--- src/rtl/modular_square_ggg_normalize.sv ---
// GGG modular-square normalizer: captures a redundant-form square and
// streams canonical words LSW-first while rippling the inter-word carry
// one word per accepted beat.
// Optional feature macro: GGG_NORM_OVERFLOW_CHECK_EN. When it is defined,
// overflow flags a non-zero final carry. When it is undefined, overflow is 0.
//
// Handshake: a beat transfers on a rising edge where out_valid && out_ready.
// out_valid, once raised, stays high until its beat transfers. out_word,
// out_idx, out_last and carry_out hold while the beat is not taken.
// out_valid is purely registered and never depends on out_ready.
module modular_square_ggg_normalize #(
  parameter int NUM_ELEMENTS = 21,
  parameter int WORD_LEN     = 50,
  parameter int CARRY_LEN    = 2,
  parameter int IDX_LEN      = (NUM_ELEMENTS > 1) ? $clog2(NUM_ELEMENTS) : 1
) (
  input  logic                                   clk,
  input  logic                                   reset,
  input  logic                                   start,
  input  logic [NUM_ELEMENTS-1:0][WORD_LEN:0]    sq_in,
  output logic                                   busy,
  output logic                                   out_valid,
  input  logic                                   out_ready,
  output logic [WORD_LEN-1:0]                    out_word,
  output logic [IDX_LEN-1:0]                     out_idx,
  output logic                                   out_last,
  output logic [CARRY_LEN-1:0]                   carry_out,
  output logic                                   overflow,
  output logic                                   dbg_state
);

  localparam logic [0:0] S_IDLE = 1'b0;
  localparam logic [0:0] S_RUN  = 1'b1;

  localparam logic [IDX_LEN-1:0] LAST_IDX = IDX_LEN'(NUM_ELEMENTS - 1);
  // A WORD_LEN+1-bit word plus a carry of up to 2 can reach 2^(WORD_LEN+1)+1.
  // The extra bit keeps that sum from being truncated.
  localparam int SUM_W = WORD_LEN + 2;

  logic [0:0]                             state_q, state_d;
  logic [NUM_ELEMENTS-1:0][WORD_LEN:0]    buf_q, buf_d;
  logic [WORD_LEN-1:0]                    word_q, word_d;
  logic [IDX_LEN-1:0]                     idx_q, idx_d;
  logic [CARRY_LEN-1:0]                   carry_q, carry_d;

  logic                                   is_last;
  logic                                   start_acc;
  logic                                   step;
  logic [IDX_LEN-1:0]                     idx_inc;
  logic [SUM_W-1:0]                       sum;

  assign is_last   = (idx_q == LAST_IDX);
  assign start_acc = (state_q == S_IDLE) && start;
  assign step      = (state_q == S_RUN) && out_ready && !is_last;
  // idx_inc is clamped so the buffer read never goes past the top word.
  assign idx_inc   = is_last ? idx_q : idx_q + IDX_LEN'(1);
  assign sum       = SUM_W'(buf_q[idx_inc]) + SUM_W'(carry_q);

  // Next-state logic: capture on start, ripple one word per accepted beat.
  always_comb begin
    state_d = state_q;
    buf_d   = buf_q;
    word_d  = word_q;
    idx_d   = idx_q;
    carry_d = carry_q;
    case (state_q)
      S_IDLE: begin
        if (start) begin
          buf_d   = sq_in;
          word_d  = sq_in[0][WORD_LEN-1:0];
          carry_d = CARRY_LEN'(sq_in[0][WORD_LEN]);
          idx_d   = '0;
          state_d = S_RUN;
        end
      end
      default: begin
        if (out_ready) begin
          if (is_last) begin
            state_d = S_IDLE;
          end else begin
            word_d  = sum[WORD_LEN-1:0];
            carry_d = sum[WORD_LEN +: CARRY_LEN];
            idx_d   = idx_inc;
          end
        end
      end
    endcase
  end

  // State registers, synchronously cleared by reset.
  always_ff @(posedge clk) begin
    if (reset) begin
      state_q <= S_IDLE;
      buf_q   <= '0;
      word_q  <= '0;
      idx_q   <= '0;
      carry_q <= '0;
    end else begin
      state_q <= state_d;
      buf_q   <= buf_d;
      word_q  <= word_d;
      idx_q   <= idx_d;
      carry_q <= carry_d;
    end
  end

`ifdef GGG_NORM_OVERFLOW_CHECK_EN
  logic ovf_q;
  // The flag is set when the top word is loaded with a non-zero carry.
  // An accepted start re-arms the flag.
  always_ff @(posedge clk) begin
    if (reset) begin
      ovf_q <= 1'b0;
    end else if (start_acc) begin
      ovf_q <= (LAST_IDX == '0) && (carry_d != '0);
    end else if (step) begin
      ovf_q <= ovf_q | ((idx_d == LAST_IDX) && (carry_d != '0));
    end
  end
  assign overflow = ovf_q;
`else
  assign overflow = 1'b0;
`endif

  assign busy      = (state_q == S_RUN);
  assign out_valid = (state_q == S_RUN);
  assign out_word  = word_q;
  assign out_idx   = idx_q;
  assign out_last  = (state_q == S_RUN) && is_last;
  assign carry_out = out_last ? carry_q : '0;
  assign dbg_state = state_q;

endmodule

--- config.mk ---
export PLATFORM = sky130hd
export DESIGN_NAME = modular_square_ggg_normalize
export DESIGN_NICKNAME = d
export VERILOG_FILES = /design/src/rtl/modular_square_ggg_normalize.sv
export SDC_FILE = /design/constraint.sdc
export NUM_CORES = 2
export LEC_CHECK = 0
export ABC_CLOCK_PERIOD_IN_PS = 7400
export BUFFER_PORTS_ARGS = -buffer_cell sky130_fd_sc_hd__buf_2
export CAP_MARGIN = 20
export CORE_AREA = 2 2 441 443
export DETAILED_ROUTE_END_ITERATION = 10
export DIE_AREA = 0 0 443 445
export PLACE_DENSITY_LB_ADDON = 0.1
export RECOVER_POWER = 100
export SETUP_SLACK_MARGIN = 0.2
export SYNTH_ARGS = -nofsm -noshare
export SYNTH_HDL_FRONTEND = slang
export SYNTH_SLANG_ARGS = --single-unit
--- constraint.sdc ---
create_clock -name clk -period 7.4 [get_ports clk]
set_clock_uncertainty 0.1 [all_clocks]
set_input_delay 0.74 -clock clk [delete_from_list [all_inputs] [get_ports clk]]
set_output_delay 0.74 -clock clk [all_outputs]
set_load 0.05 [all_outputs]
==> results.py <==
metrics = {
    "logic_synthesis": {
        "synth_cell_types": 96,
        "synth_seq_cells": 1129,
        "synth-async-reset-ratio_pct": 0,
        "yosys_warnings": 0,
        "synth_top_area_share_pct": 45.33,
        "yosysTopAreaCell": "dfxtp_1",
        "synth_edf_count": 0,
        "yosysSeqAreaShare_pct": 45.33,
        "syn_avg_cell_area_sq_um": 7.660,
        "syn_nets": 7589,
        "netlist_area_sq_mm": 0.04986,
        "ys.flop_type": "dfxtp_1",
        "netlist_instances": 6509,
        "synth_area_leaders": "dfxtp_1 45%, nand2_1 19%, a21oi_1 12%",
    },
    "sta": {
        "worstMarginPinSlew_ps": 3826,
        "rsz0062_at_grt": "false",
        "final_max_slew_viol_count": 1259,
        "setup_tns_ps": 0,
        "slew_headroom_pct": -155.1,
        "timing.final.crit_period_ps": 7030,
        "timing.final.hold_violations": 0,
        "fmax_ghz": 0.1422,
        "setup_viol": 0,
        "post-route-period-util_pct": 95.00,
    },
    "clock_network": {
        "worst_skew_pair.late_latency_ps": 820,
        "numClockSinks": 1129,
        "htreeDepth": 4,
        "cts_tree": "done",
        "cts_made_buffers": 143,
        "clkTransAtPathRegs_ps": 60,
        "clockRootBuffer": "clkbuf_16",
        "cts_buffer_depth": 3,
    },
    "pwr": {
        "power_leakage_nw": 23.76,
        "irDropWorstVdd_v": 0.0002230,
        "p_per_area_mw_per_mm2": 257.0,
    },
    "job": {
        "max_cap_viol_count": 14,
    },
    "floorplanning": {
        "rows": 161,
        "die_w_microns": 443,
        "io_pins": 1137,
        "die_area_sq_mm": 0.1971,
        "start_util_pct": 25.97,
        "fp.coreArea_sq_mm": 0.1920,
        "die_h_microns": 445,
    },
    "grt": {
        "grt_remaining_overflow": 0,
        "grt_pass1_vias": 50161,
        "grt_start_max_net_pins": 223,
        "antenna_found_initial": 64,
        "grt_pass1_wl_mm": 392.8,
        "grtUsageTotal_pct": 28.18,
    },
    "drt": {
        "dr.pass1.iters": 6,
        "drtIter0Drc": 4137,
        "avgViaCountPerCell": 5.115,
        "antenna_left": 0,
        "routed_wl_mm": 290.5,
        "via_count": 51204,
        "drcViolationCount": 0,
        "wire_per_inst_microns": 29.02,
    },
    "worst_setup_path": {
        "r2r-start": "out_idx[4]",
        "max_stage_delay_ps": 840,
        "end_kind": "register",
        "crit_start": "out_idx[4]",
        "cp_slowest_cell": "a2111oi_0",
        "crit_path_cell_trace": "and4b_4 > xnor2_4 > buf_4 > mux4_2 > a2111oi_0 > o32ai_1 > ha_1 > a21oi_1 > nor3_1 > nand4_1 > nor3_4 > nand4_1 > or3_1 > a31o_1",
        "worstSetupPathType": "register to register",
        "startpoint_type": "register",
        "cp_max_fo": 16,
        "critPathRequiredTime_ps": 8010,
        "worst-endpoint-arrival_ps": 7640,
        "path_common_cell": "nand4_1",
    },
    "cells_and_area": {
        "fin_cells": 10010,
        "areaGrowthSynthToFinish_pct": 24.96,
        "drive_above_1_share_pct": 20.67,
        "nNetsFinal": 8426,
    },
    "worst_hold_path": {
        "hold_class": "primary input to register",
        "worstHoldStart": "sq_in[428]",
    },
    "placed_design": {
        "port_buffers": 1135,
        "place_inst": 9722,
        "place_congestion": 0.8925,
        "dp_hpwl_mm": 217.3,
    },
    "status": {
        "violations": "capacitance limit, slew limit",
        "status": "finished with violations",
    },
}
## cells in the final DEF, fill, tap and decap left out, types with 30 or more instances in the layout
cell type  synthesis  routed
nand3_1           62      63
a21oi_1         1239    1238
clkbuf_8           0      30
buf_4             20      72
nor2_1            81      77
mux2i_1          240     239
dfxtp_1         1129    1128
mux4_2            73      73
clkbuf_1         442      98
nor3_1            34      34
buf_2             31    1078
diode_2            0      30
clkbuf_16          0     149
o21ai_0           72      71
nand2_1         2503    2498
o22ai_1          106     106
## final cells by class
type	count	area, sq um
clock buffer	216	4280
tap	2526	3161
antenna	30	75.07
clock inverter	37	469.2
multi-input combinational	4830	25150
fill	21073	129700
sequential	1129	22610
inverter	5	25.02
timing repair buffer	1237	6538
## synth_stat cells (all sizes together), types with 4 or more instances
library cell,count
o22ai,107
o21ai,77
buf,104
dfxtp,1129
xnor2,13
nor4,32
mux2,19
o221ai,18
a31oi,14
o2bb2ai,7
a2111oi,17
o32ai,6
a311oi,7
nand2,2503
a221oi,8
mux4,73
a21oi,1239
ha,4
or4,4
a22oi,29
and3,21
or3,13
nor3,35
o311ai,6
nand4,23
o41ai,11
o31ai,7
a211oi,19
clkbuf,442
o2111ai,5
nand2b,5
mux2i,240
a21boi,12
and2,8
xor2,21
nand3,63
inv,4
nor2,83
a21o,4
o211ai,18
## per-stage QoR
step,area (sq um),power (mW),setup WS [ps],hold WS [ps],utilization (%)
detailed placement,57610,8.955,517.2,342.3,30.01
global route,62270,16.58,221.0,36.76,32.44
CTS,62390,16.18,503.7,0.1014,32.50
global placement,57570,8.943,473.6,339.0,29.99
finish,62310,16.01,370.1,62.84,32.46
floorplan,49860,7.842,751.3,331.9,-
## per-layer routing
metal	GRT usage, %	vias to the layer above	share of wire, %
met5	0	-	0.010
met4	13.19	6	5.1
met3	3.769	442	4.6
met2	51.42	1728	51
met1	32.36	25242	39
li1	-	23786	-
## what timing repair did
item | 4_1_cts | 5_1_grt
resized for setup | 0 | 1
endpoints found under the setup margin | 0 | 3
buffers inserted | 0 | 0
hold buffers | 3 | 0
hold endpoints to repair | 3 | 0
## critical path: cells and delay by family, from the launching register on
family	cells	cell delay [ps]
AND/OR/NAND/NOR	6	2650
AO/OA/AOI/OAI	4	1600
flip-flops	1	800
multiplexers	1	570
buffers and inverters	1	420
XOR/XNOR	1	370
adder cells (fa/ha/maj)	1	370
## logic make-up (layout without fill, tap and decap cells)
group	Yosys count	count (layout)	share of synthesized area [%]
buf+inv	551	1495	4.800
other cells	1	31	0.007521
xor+xnor	34	34	0.6725
fa+ha+maj	5	5	0.1405
mux	332	332	8.544
simple gates	2813	2814	22.27
flops	1129	1129	45.33
compound gates	1644	1644	18.24
## flip-flops by register name, summed over array words and instances, names as in the netlist
register  flops
buf_q      1071
out_word     50
out_idx       5
carry_q       2
busy          1
## power breakdown
part / switching (mW) / internal (mW) / leakage, nW
combinational: 1.42 / 0.698 / 12.2
sequential: 0.266 / 6.44 / 9.27
clock: 2.95 / 4.24 / 2.33
total: 4.63 / 11.4 / 23.8
## worst paths after layout
check | endpoint | slack [ps] | cells after the start
max reg2reg | out_word[47] | 370 | 14
max | out_word[47] | 370 | 14
min | buf_q[428] | 60 | 3
min reg2reg | buf_q[1052] | 350 | 2
(Power assumes the default switching activity.)
